## config.mk

```make
export PLATFORM = sky130hd
export DESIGN_NAME = core_seq_ctrl_flat
export DESIGN_NICKNAME = d
export VERILOG_FILES = /design/src/rtl/core_seq_ctrl_pkg.sv /design/src/rtl/core_seq_ctrl_if.sv /design/src/rtl/core_seq_ctrl_decode.sv /design/src/rtl/core_seq_ctrl.sv /design/src/flat_wrapper.sv
export SDC_FILE = /design/constraint.sdc
export NUM_CORES = 1
export LEC_CHECK = 0
export CORE_UTILIZATION = 30
export CTS_CLUSTER_DIAMETER = 120
export CTS_CLUSTER_SIZE = 12
export DETAILED_ROUTE_END_ITERATION = 8
export HOLD_SLACK_MARGIN = 0.08
export PLACE_DENSITY_LB_ADDON = 0.15
export SLEW_MARGIN = 20
export SYNTH_ARGS = -nofsm -noshare
export SYNTH_HDL_FRONTEND = slang
export SYNTH_HIERARCHICAL = 1
export SYNTH_SLANG_ARGS = --single-unit
```

## constraint.sdc

```tcl
create_clock -name clk -period 2.9 [get_ports clk]
set_clock_uncertainty 0.15 [all_clocks]
set_input_delay 0.58 -clock clk [delete_from_list [all_inputs] [get_ports clk]]
set_output_delay 0.58 -clock clk [all_outputs]
set_load 0.02 [all_outputs]
```

## src/rtl/core_seq_ctrl_pkg.sv

```systemverilog
// Shared encodings for the s_core control sequencer: FSM states, RV32I opcodes,
// writeback/branch/ALU/RAM codes and the decoded-instruction payload.
package core_seq_ctrl_pkg;

  localparam int unsigned XLEN       = 32;
  localparam int unsigned ALU_OP_W   = 5;
  localparam int unsigned BR_W       = 4;
  localparam int unsigned WB_W       = 2;
  localparam int unsigned RAM_TYPE_W = 4;
  localparam int unsigned STATUS_W   = 2;

  typedef enum logic [2:0] {
    S_IDLE, S_BOOT, S_FETCH, S_DECODE, S_EXEC, S_MEM, S_WB, S_HALT
  } state_t;

  localparam logic [6:0] OPC_LUI    = 7'b0110111;
  localparam logic [6:0] OPC_AUIPC  = 7'b0010111;
  localparam logic [6:0] OPC_JAL    = 7'b1101111;
  localparam logic [6:0] OPC_JALR   = 7'b1100111;
  localparam logic [6:0] OPC_BRANCH = 7'b1100011;
  localparam logic [6:0] OPC_LOAD   = 7'b0000011;
  localparam logic [6:0] OPC_STORE  = 7'b0100011;
  localparam logic [6:0] OPC_OP_IMM = 7'b0010011;
  localparam logic [6:0] OPC_OP     = 7'b0110011;
  localparam logic [6:0] OPC_FENCE  = 7'b0001111;
  localparam logic [6:0] OPC_SYSTEM = 7'b1110011;

  localparam logic [WB_W-1:0] WB_NO_DATA   = 2'd0;
  localparam logic [WB_W-1:0] WB_RET_ADDR  = 2'd1;
  localparam logic [WB_W-1:0] WB_ALU_OUT   = 2'd2;
  localparam logic [WB_W-1:0] WB_LOAD_DATA = 2'd3;

  localparam logic [BR_W-1:0] BR_NONE = 4'd0;
  localparam logic [BR_W-1:0] BR_BEQ  = 4'd1;
  localparam logic [BR_W-1:0] BR_BNE  = 4'd2;
  localparam logic [BR_W-1:0] BR_BLT  = 4'd3;
  localparam logic [BR_W-1:0] BR_BGE  = 4'd4;
  localparam logic [BR_W-1:0] BR_BLTU = 4'd5;
  localparam logic [BR_W-1:0] BR_BGEU = 4'd6;
  localparam logic [BR_W-1:0] BR_JAL  = 4'd7;
  localparam logic [BR_W-1:0] BR_JALR = 4'd8;

  localparam logic [ALU_OP_W-1:0] ALU_ADD             = 5'd0;
  localparam logic [ALU_OP_W-1:0] ALU_SUB             = 5'd1;
  localparam logic [ALU_OP_W-1:0] ALU_SLL             = 5'd2;
  localparam logic [ALU_OP_W-1:0] ALU_SLT             = 5'd3;
  localparam logic [ALU_OP_W-1:0] ALU_SLTU            = 5'd4;
  localparam logic [ALU_OP_W-1:0] ALU_XOR             = 5'd5;
  localparam logic [ALU_OP_W-1:0] ALU_SRL             = 5'd6;
  localparam logic [ALU_OP_W-1:0] ALU_SRA             = 5'd7;
  localparam logic [ALU_OP_W-1:0] ALU_OR              = 5'd8;
  localparam logic [ALU_OP_W-1:0] ALU_AND             = 5'd9;
  localparam logic [ALU_OP_W-1:0] ALU_PASSTHROUGH_OP2 = 5'd10;

  localparam logic [RAM_TYPE_W-1:0] RAM_NONE = 4'd0;
  localparam logic [RAM_TYPE_W-1:0] RAM_BYTE = 4'd1;
  localparam logic [RAM_TYPE_W-1:0] RAM_HALF = 4'd2;
  localparam logic [RAM_TYPE_W-1:0] RAM_WORD = 4'd4;

  localparam logic [STATUS_W-1:0] STAT_IDLE    = 2'd0;
  localparam logic [STATUS_W-1:0] STAT_RUN     = 2'd1;
  localparam logic [STATUS_W-1:0] STAT_SYS     = 2'd2;
  localparam logic [STATUS_W-1:0] STAT_ILLEGAL = 2'd3;

  typedef struct packed {
    logic                  legal;
    logic                  is_system;
    logic                  is_load;
    logic                  is_store;
    logic                  is_branch;
    logic                  is_jal;
    logic                  is_jalr;
    logic                  writes_alu;
    logic                  op1_sel;
    logic                  op2_sel;
    logic [ALU_OP_W-1:0]   alu_op;
    logic [BR_W-1:0]       br_type;
    logic [RAM_TYPE_W-1:0] ram_type;
    logic                  ram_sign;
  } dec_t;

  // Register/immediate ALU ops; alt selects SUB/SRA.
  function automatic logic [ALU_OP_W-1:0] alu_from_funct(input logic [2:0] f3, input logic alt);
    case (f3)
      3'b000:  return alt ? ALU_SUB : ALU_ADD;
      3'b001:  return ALU_SLL;
      3'b010:  return ALU_SLT;
      3'b011:  return ALU_SLTU;
      3'b100:  return ALU_XOR;
      3'b101:  return alt ? ALU_SRA : ALU_SRL;
      3'b110:  return ALU_OR;
      default: return ALU_AND;
    endcase
  endfunction

endpackage

```

## src/rtl/core_seq_ctrl_if.sv

```systemverilog
// Load handshake and datapath control nets between the sequencer and s_core.
interface core_seq_ctrl_if;
  import core_seq_ctrl_pkg::*;

  logic                  i_load_valid;
  logic                  i_load_is_reg;
  logic                  o_load_ready;
  logic                  o_pc_stall;
  logic                  o_pc_writing_first_addr;
  logic                  o_instrom_read_en;
  logic                  o_instrom_write_en;
  logic                  o_reg_write_en;
  logic                  o_reg_rd_ctrl;
  logic                  o_op1_select;
  logic                  o_op2_select;
  logic                  o_br_or_return_select;
  logic                  o_addr_sel;
  logic [WB_W-1:0]       o_writeback_sel;
  logic [BR_W-1:0]       o_br_type;
  logic [ALU_OP_W-1:0]   o_alu_operator;
  logic                  o_ram_read_en;
  logic                  o_ram_write_en;
  logic [RAM_TYPE_W-1:0] o_ram_type;
  logic                  o_ram_sign;

  modport master (
    input  i_load_valid, i_load_is_reg,
    output o_load_ready, o_pc_stall, o_pc_writing_first_addr, o_instrom_read_en,
           o_instrom_write_en, o_reg_write_en, o_reg_rd_ctrl, o_op1_select, o_op2_select,
           o_br_or_return_select, o_addr_sel, o_writeback_sel, o_br_type, o_alu_operator,
           o_ram_read_en, o_ram_write_en, o_ram_type, o_ram_sign
  );

  modport slave (
    output i_load_valid, i_load_is_reg,
    input  o_load_ready, o_pc_stall, o_pc_writing_first_addr, o_instrom_read_en,
           o_instrom_write_en, o_reg_write_en, o_reg_rd_ctrl, o_op1_select, o_op2_select,
           o_br_or_return_select, o_addr_sel, o_writeback_sel, o_br_type, o_alu_operator,
           o_ram_read_en, o_ram_write_en, o_ram_type, o_ram_sign
  );
endinterface

```

## src/rtl/core_seq_ctrl_decode.sv

```systemverilog
// Combinational RV32I decoder: instruction word -> class flags, mux selects,
// ALU operator, branch condition and RAM access width.
module core_seq_ctrl_decode
  import core_seq_ctrl_pkg::*;
(
  input  logic [XLEN-1:0] inst,
  output dec_t            dec
);

  logic [6:0] opcode;
  logic [2:0] funct3;
  logic       alt;
  logic       unused_fields;

  assign opcode        = inst[6:0];
  assign funct3        = inst[14:12];
  assign alt           = inst[30];
  assign unused_fields = ^{inst[31], inst[29:15], inst[11:7]};

  always_comb begin
    dec         = '0;
    dec.legal   = 1'b1;
    dec.alu_op  = ALU_ADD;
    dec.br_type = BR_NONE;
    case (opcode)
      OPC_LUI: begin
        dec.writes_alu = 1'b1;
        dec.alu_op     = ALU_PASSTHROUGH_OP2;
      end
      OPC_AUIPC: dec.writes_alu = 1'b1;
      OPC_JAL:   dec.is_jal     = 1'b1;
      OPC_JALR: begin
        dec.is_jalr = 1'b1;
        dec.op1_sel = 1'b1;
      end
      OPC_BRANCH: begin
        dec.is_branch = 1'b1;
        dec.op1_sel   = 1'b1;
        dec.op2_sel   = 1'b1;
        case (funct3[2:1])
          2'b10:   dec.alu_op = ALU_SLT;
          2'b11:   dec.alu_op = ALU_SLTU;
          default: dec.alu_op = ALU_SUB;
        endcase
        case (funct3)
          3'b000:  dec.br_type = BR_BEQ;
          3'b001:  dec.br_type = BR_BNE;
          3'b100:  dec.br_type = BR_BLT;
          3'b101:  dec.br_type = BR_BGE;
          3'b110:  dec.br_type = BR_BLTU;
          3'b111:  dec.br_type = BR_BGEU;
          default: dec.br_type = BR_NONE;
        endcase
      end
      OPC_LOAD, OPC_STORE: begin
        dec.is_load  = (opcode == OPC_LOAD);
        dec.is_store = (opcode == OPC_STORE);
        dec.op1_sel  = 1'b1;
        // LB/LH sign-extend; LW/LBU/LHU do not
        dec.ram_sign = (opcode == OPC_LOAD) & ~funct3[2] & ~funct3[1];
        case (funct3[1:0])
          2'b00:   dec.ram_type = RAM_BYTE;
          2'b01:   dec.ram_type = RAM_HALF;
          2'b10:   dec.ram_type = RAM_WORD;
          default: dec.ram_type = RAM_NONE;
        endcase
      end
      OPC_OP_IMM: begin
        dec.writes_alu = 1'b1;
        dec.op1_sel    = 1'b1;
        dec.alu_op     = alu_from_funct(funct3, alt & (funct3 == 3'b101));
      end
      OPC_OP: begin
        dec.writes_alu = 1'b1;
        dec.op1_sel    = 1'b1;
        dec.op2_sel    = 1'b1;
        dec.alu_op     = alu_from_funct(funct3, alt);
      end
      OPC_FENCE:  dec.legal     = 1'b1;
      OPC_SYSTEM: dec.is_system = 1'b1;
      default:    dec.legal     = 1'b0;
    endcase
  end

endmodule

```

## src/rtl/core_seq_ctrl.sv

```systemverilog
// Multi-cycle control sequencer for s_core: boot-load phase, then
// FETCH/DECODE/EXEC/(MEM)/WB per instruction with halt on SYSTEM or illegal opcode.
module core_seq_ctrl
  import core_seq_ctrl_pkg::*;
#(
  parameter int unsigned RETIRE_W  = 32,
  parameter bit          LOAD_ONLY = 1'b0
) (
  input  logic                clk,
  input  logic                rst_n,
  input  logic                i_start,
  input  logic [XLEN-1:0]     i_inst,
  core_seq_ctrl_if.master     bus,
  output logic [STATUS_W-1:0] o_status,
  output logic [RETIRE_W-1:0] o_retired
);

  state_t              state_q, state_d;
  logic [STATUS_W-1:0] status_d;
  dec_t                dec;

  core_seq_ctrl_decode u_decode (
    .inst (i_inst),
    .dec  (dec)
  );

  // State, status and retire counter
  always_ff @(posedge clk or negedge rst_n) begin
    if (!rst_n) begin
      state_q   <= S_IDLE;
      o_status  <= STAT_IDLE;
      o_retired <= '0;
    end else begin
      state_q  <= state_d;
      o_status <= status_d;
      if (state_q == S_BOOT) begin
        o_retired <= '0;
      end else if (state_q == S_WB) begin
        o_retired <= o_retired + RETIRE_W'(1);
      end
    end
  end

  // Next state and Moore control outputs of state plus decoded instruction
  always_comb begin
    state_d  = state_q;
    status_d = o_status;

    bus.o_load_ready            = 1'b0;
    bus.o_pc_stall              = 1'b1;
    bus.o_pc_writing_first_addr = 1'b0;
    bus.o_instrom_read_en       = 1'b0;
    bus.o_instrom_write_en      = 1'b0;
    bus.o_reg_write_en          = 1'b0;
    bus.o_reg_rd_ctrl           = 1'b0;
    bus.o_op1_select            = 1'b0;
    bus.o_op2_select            = 1'b0;
    bus.o_br_or_return_select   = 1'b0;
    bus.o_addr_sel              = 1'b0;
    bus.o_writeback_sel         = WB_NO_DATA;
    bus.o_br_type               = BR_NONE;
    bus.o_alu_operator          = ALU_ADD;
    bus.o_ram_read_en           = 1'b0;
    bus.o_ram_write_en          = 1'b0;
    bus.o_ram_type              = RAM_NONE;
    bus.o_ram_sign              = 1'b0;

    if (state_q == S_EXEC || state_q == S_MEM || state_q == S_WB) begin
      bus.o_op1_select   = dec.op1_sel;
      bus.o_op2_select   = dec.op2_sel;
      bus.o_alu_operator = dec.alu_op;
    end

    case (state_q)
      S_IDLE, S_HALT: begin
        bus.o_load_ready = 1'b1;
        if (bus.i_load_valid) begin
          bus.o_reg_write_en     = bus.i_load_is_reg;
          bus.o_reg_rd_ctrl      = bus.i_load_is_reg;
          bus.o_instrom_write_en = ~bus.i_load_is_reg;
        end
        if (i_start && !LOAD_ONLY) begin
          state_d  = S_BOOT;
          status_d = STAT_RUN;
        end
      end
      S_BOOT: begin
        bus.o_pc_writing_first_addr = 1'b1;
        state_d                     = S_FETCH;
      end
      S_FETCH: begin
        bus.o_instrom_read_en = 1'b1;
        state_d               = S_DECODE;
      end
      S_DECODE: begin
        if (dec.is_system) begin
          state_d  = S_HALT;
          status_d = STAT_SYS;
        end else if (!dec.legal) begin
          state_d  = S_HALT;
          status_d = STAT_ILLEGAL;
        end else begin
          state_d = S_EXEC;
        end
      end
      S_EXEC: begin
        // Jumps write the link register before the PC moves
        if (dec.is_jal || dec.is_jalr) begin
          bus.o_br_or_return_select = 1'b1;
          bus.o_writeback_sel       = WB_RET_ADDR;
          bus.o_reg_write_en        = 1'b1;
        end
        state_d = (dec.is_load || dec.is_store) ? S_MEM : S_WB;
      end
      S_MEM: begin
        bus.o_ram_read_en  = dec.is_load;
        bus.o_ram_write_en = dec.is_store;
        bus.o_ram_type     = dec.ram_type;
        bus.o_ram_sign     = dec.ram_sign;
        state_d            = S_WB;
      end
      S_WB: begin
        bus.o_pc_stall = 1'b0;
        if (dec.writes_alu) begin
          bus.o_reg_write_en  = 1'b1;
          bus.o_writeback_sel = WB_ALU_OUT;
        end
        if (dec.is_load) begin
          bus.o_reg_write_en  = 1'b1;
          bus.o_writeback_sel = WB_LOAD_DATA;
          bus.o_ram_read_en   = 1'b1;
          bus.o_ram_type      = dec.ram_type;
          bus.o_ram_sign      = dec.ram_sign;
        end
        if (dec.is_branch) begin
          bus.o_br_type  = dec.br_type;
          bus.o_addr_sel = 1'b1;
        end
        if (dec.is_jal) begin
          bus.o_br_type  = BR_JAL;
          bus.o_addr_sel = 1'b1;
        end
        if (dec.is_jalr) begin
          bus.o_br_type  = BR_JALR;
          bus.o_addr_sel = 1'b0;
        end
        state_d = S_FETCH;
      end
      default: state_d = S_IDLE;
    endcase
  end

endmodule
```

## src/flat_wrapper.sv

```systemverilog
// flat-port wrapper written by rule: the top's interface ports become plain ports
module core_seq_ctrl_flat import core_seq_ctrl_pkg::*;
#(
  parameter int unsigned RETIRE_W  = 32,
  parameter bit          LOAD_ONLY = 1'b0
)
  (clk, rst_n, i_start, i_inst, o_status, o_retired, bus_i_load_valid, bus_i_load_is_reg, bus_o_load_ready, bus_o_pc_stall, bus_o_pc_writing_first_addr, bus_o_instrom_read_en, bus_o_instrom_write_en, bus_o_reg_write_en, bus_o_reg_rd_ctrl, bus_o_op1_select, bus_o_op2_select, bus_o_br_or_return_select, bus_o_addr_sel, bus_o_writeback_sel, bus_o_br_type, bus_o_alu_operator, bus_o_ram_read_en, bus_o_ram_write_en, bus_o_ram_type, bus_o_ram_sign);
  core_seq_ctrl_if bus_i ();
  input  logic clk;
  input  logic rst_n;
  input  logic i_start;
  input  logic [XLEN-1:0] i_inst;
  output logic [STATUS_W-1:0] o_status;
  output logic [RETIRE_W-1:0] o_retired;
  input wire logic [$bits(bus_i.i_load_valid)-1:0] bus_i_load_valid;
  input wire logic [$bits(bus_i.i_load_is_reg)-1:0] bus_i_load_is_reg;
  output wire logic [$bits(bus_i.o_load_ready)-1:0] bus_o_load_ready;
  output wire logic [$bits(bus_i.o_pc_stall)-1:0] bus_o_pc_stall;
  output wire logic [$bits(bus_i.o_pc_writing_first_addr)-1:0] bus_o_pc_writing_first_addr;
  output wire logic [$bits(bus_i.o_instrom_read_en)-1:0] bus_o_instrom_read_en;
  output wire logic [$bits(bus_i.o_instrom_write_en)-1:0] bus_o_instrom_write_en;
  output wire logic [$bits(bus_i.o_reg_write_en)-1:0] bus_o_reg_write_en;
  output wire logic [$bits(bus_i.o_reg_rd_ctrl)-1:0] bus_o_reg_rd_ctrl;
  output wire logic [$bits(bus_i.o_op1_select)-1:0] bus_o_op1_select;
  output wire logic [$bits(bus_i.o_op2_select)-1:0] bus_o_op2_select;
  output wire logic [$bits(bus_i.o_br_or_return_select)-1:0] bus_o_br_or_return_select;
  output wire logic [$bits(bus_i.o_addr_sel)-1:0] bus_o_addr_sel;
  output wire logic [$bits(bus_i.o_writeback_sel)-1:0] bus_o_writeback_sel;
  output wire logic [$bits(bus_i.o_br_type)-1:0] bus_o_br_type;
  output wire logic [$bits(bus_i.o_alu_operator)-1:0] bus_o_alu_operator;
  output wire logic [$bits(bus_i.o_ram_read_en)-1:0] bus_o_ram_read_en;
  output wire logic [$bits(bus_i.o_ram_write_en)-1:0] bus_o_ram_write_en;
  output wire logic [$bits(bus_i.o_ram_type)-1:0] bus_o_ram_type;
  output wire logic [$bits(bus_i.o_ram_sign)-1:0] bus_o_ram_sign;
  assign bus_i.i_load_valid = bus_i_load_valid;
  assign bus_i.i_load_is_reg = bus_i_load_is_reg;
  assign bus_o_load_ready = bus_i.o_load_ready;
  assign bus_o_pc_stall = bus_i.o_pc_stall;
  assign bus_o_pc_writing_first_addr = bus_i.o_pc_writing_first_addr;
  assign bus_o_instrom_read_en = bus_i.o_instrom_read_en;
  assign bus_o_instrom_write_en = bus_i.o_instrom_write_en;
  assign bus_o_reg_write_en = bus_i.o_reg_write_en;
  assign bus_o_reg_rd_ctrl = bus_i.o_reg_rd_ctrl;
  assign bus_o_op1_select = bus_i.o_op1_select;
  assign bus_o_op2_select = bus_i.o_op2_select;
  assign bus_o_br_or_return_select = bus_i.o_br_or_return_select;
  assign bus_o_addr_sel = bus_i.o_addr_sel;
  assign bus_o_writeback_sel = bus_i.o_writeback_sel;
  assign bus_o_br_type = bus_i.o_br_type;
  assign bus_o_alu_operator = bus_i.o_alu_operator;
  assign bus_o_ram_read_en = bus_i.o_ram_read_en;
  assign bus_o_ram_write_en = bus_i.o_ram_write_en;
  assign bus_o_ram_type = bus_i.o_ram_type;
  assign bus_o_ram_sign = bus_i.o_ram_sign;
  core_seq_ctrl #(.RETIRE_W(RETIRE_W), .LOAD_ONLY(LOAD_ONLY)) u_core (.clk(clk), .rst_n(rst_n), .i_start(i_start), .i_inst(i_inst), .bus(bus_i), .o_status(o_status), .o_retired(o_retired));
endmodule
```

==> summary.md <==
| Metric | Value |
|---|---|
| Bufs and invs on worst path | `1` |
| Most common cell after layout, fill and taps aside | `buf_4` |
| I/O Buffers | `76` |
| Post-Syn Area | `about 2600 um2` |
| Critical path, cell by cell | `or3_1 -> o21ai_0 -> and3_1 -> clkdlybuf4s50_1` |
| Commonest non-fill, non-tap cells in the layout | `buf_4 (56), clkdlybuf4s50_1 (46), nand2_1 (35), dfrtp_1 (35), nor2_1 (31)` |
| Hold_buf cts | `0` |
| Slowest cell on crit path | `clkdlybuf4s50_1` |
| Worst R2R End | `u_core/o_retired[25]` |
| Die ar. | `slightly above 9000 um2` |
| Max Fclk | `~0.35 GHz` |
| Slew Limit Fails | `0` |
| Kind of critical path | `reg2out` |
| HP Class | `in2async` |
| Dpl ws | `-588 ps` |
| Proportion of layout cells with a drive suffix above 1 | `a little under a quarter` |
| # fillers | `between 800 and 900` |
| Internal reg-to-reg setup slack | `410 ps` |
| Warnings, synthesis | `6` |
| Skew-Pair Late Insertion Delay | `300 ps` |
| Vias in the first global route | `between 2,000 and 3,000` |
| Non-Filler Instances | `551` |
| Max_slew headroom | `44.1%` |
| Syn_area_per_cell | `between 8 and 9 um2` |
| Critical Path RT | `~2200 ps` |
| CTS tree | `done` |
| Main combinational cell family by area after synthesis | `simple AND/OR/NAND/NOR gates` |
| Fin crit share | `97.2%` |
| Max Cap Viol | `0` |
| Die X | `~96 um` |
| Slowest stage delay, CP | `approximately 620 ps` |
| Hpwl dp | `a little under 6 mm` |
| Delay-heaviest family, CP | `buffers and inverters` |
| CTS clock-pin slew for the worst setup and hold paths | `~80 ps` |
| # rows | `33` |
| Post-Synthesis Cells | `between 300 and 400` |
| Clock Tree Root | `clkbuf_8` |
| Routed vias | `about 2,800` |
| Status | `finished, final reports clean` |
| I/O pin total | `100` |
| Endpoints failing setup | `0` |
| Xor/xnor share of the synthesized area | `2.98%` |
| PwrDens | `between 400 and 500 nW/um2` |
| Max VDD drop | `0.000181 V` |
| CP Max Fanout | `9` |
| Synth unique cells | `a little under 60` |
| Initial antenna violation count | `0` |
| Initial Util | `about a third` |
| Synth Flop Type | `dfrtp_1` |
| Area Growth Syn to Fin | `48.8%` |
| DRC errors left | `0` |
| Leak pwr | `1.83 nW` |
| H-tree levels | `2` |
| Cts bufs inserted | `5` |
| Core region area | `around 8400 um2` |
| Worst r2r src | `u_core/state_q[0]` |
| First-pass GRT wire length | `between 10 and 15 mm` |
| Antenna Cells | `0` |
| Largest net degree at the start of global routing | `38` |
| Initial DRT Pass Iterations | `4` |
| Synth Area in Simple Gates | `around 36%` |
| CP endpoint kind | `output port` |
| Post-Synth Adder-Cell Area | `0.473%` |
| Reg2reg path depth | `6` |
| Vias/cell | `just over 5` |
| Final wirelength | `just under 8 mm` |
| Final Critical Period | `around 2800 ps` |
| GRT overflow | `0` |
| Post-synthesis sequential area ratio | `a little over a third` |
| Synth async-reset ratio | `100%` |
| Post-synthesis register bit count | `37` |
| Final worst slack | `roughly 80 ps` |
| Routability Congestion | `slightly below 0.8` |
| Initial DRC count | `94` |
| Routed WL per cell | `between 10 and 15 um` |
| Setup crit start kind | `flip-flop` |
| Area fraction in compound gates after synthesis | `roughly 14%` |
| CP arrival | `about 2100 ps` |
| Cells after DPL | `approximately 530` |
| ANT nets after route | `0` |
| Number of synthesized flops with an enable pin | `0` |
| CTS Sinks | `37` |
| Slew @ Worst Pin | `838 ps` |
| Mux cell area share after synthesis | `between 5 and 6%` |
| Global-route usage over all layers | `about 18%` |
| Die Ht | `about 96 um` |
| Maximum buffer depth of the clock tree | `2` |
| Nets | `roughly 480` |
| Hold Vio Cnt, Final | `0` |
==> power breakdown <==
part	switching, mW	total [mW]	internal [mW]
clock network	0.198	0.391	0.193
registers	0.0719	0.636	0.564
logic	0.458	0.795	0.337
total	0.728	1.82	1.09
==> routing by layer <==
metal  share of wire (%)  global-route usage (%)  vias up
li1                    -                       -     1410
met1                  46                    22.8     1312
met2                  50                    31.6       50
met3                 3.6                    3.63        7
met4                0.82                    3.36        0
met5                   0                       0        -
==> state kept, by name (all words and copies together) (netlist names) <==
| signal | cells |
|---|---|
| u_core/o_retired | 32 |
| u_core/state_q | 3 |
| u_core/o_status | 2 |
==> stage by stage <==
step                cell area (um2)  setup TNS (ps)  hold WS [ps]  utilization (%)  power, mW
finish                         3940               0           227             47.0       1.82
CTS                            3930               0           256             46.9       1.84
global placement               3800           -8670           310             45.3       1.44
floorplan                      2680               0           134                -       1.08
detailed placement             3800           -9100           318             45.3       1.44
global route                   3940           -10.2           300             47.0       1.95
==> synthesized netlist by cell type (all sizes together) (4+ instances only) <==
library cell   n  area, um2
clkbuf         6       32.5
dfrtp         37        926
nand3         14       70.1
a21oi         11       55.1
xnor2          6       52.6
nor3          11       55.1
nor2          37        141
nand2         38        143
o21ai         12       60.1
mux2i         14        140
nor2b          4       25.0
or4            4       33.8
and2           7       43.8
nand2b         4       27.5
and3          14       87.6
buf           12       86.3
nor4           9        101
o21a           4       30.0
nand4         16        100
a31oi          5       31.3
inv           13       53.8
==> kinds of logic (layout without fill, tap and decap cells) <==
kind of cell | after synthesis | in the layout
flip-flops | 37 | 37
AND/OR/NAND/NOR | 173 | 173
AO/OA/AOI/OAI | 54 | 54
buffers and inverters | 32 | 155
XOR/XNOR | 9 | 9
adder cells (fa/ha/maj) | 1 | 1
other | 1 | 3
multiplexers | 14 | 14
==> cell type report <==
type	count	area [um2]	share of cell area, %
Timing Repair Buffer	133	1110	28.3
Multi-Input combinational cell	254	1610	40.9
Sequential cell	37	928	23.6
Tap cell	105	131	3.34
Clock inverter	2	13.8	0.350
Inverter	14	57.6	1.46
Clock buffer	6	82.6	2.10
==> worst max-delay path by stage <==
stage                     cells after the start  slack, ps              start                 end
after floorplan                               9        0.4          i_inst[5]  bus_o_reg_write_en
after detailed placement                     10       -590          i_inst[5]    bus_o_br_type[0]
after CTS                                     9          1          i_inst[3]  bus_o_reg_write_en
final                                         4         80  u_core/state_q[0]   bus_o_reg_rd_ctrl
after global placement                       10       -550          i_inst[5]    bus_o_br_type[0]
after global routing                         10        -10          i_inst[2]    bus_o_br_type[2]
==> what timing repair did <==
action	CTS	global route
buffers inserted	7	3
pin swaps	4	3
setup endpoints to repair	22	14
resized for setup	62	22
Note: power is estimated with default switching activity, not from simulation.
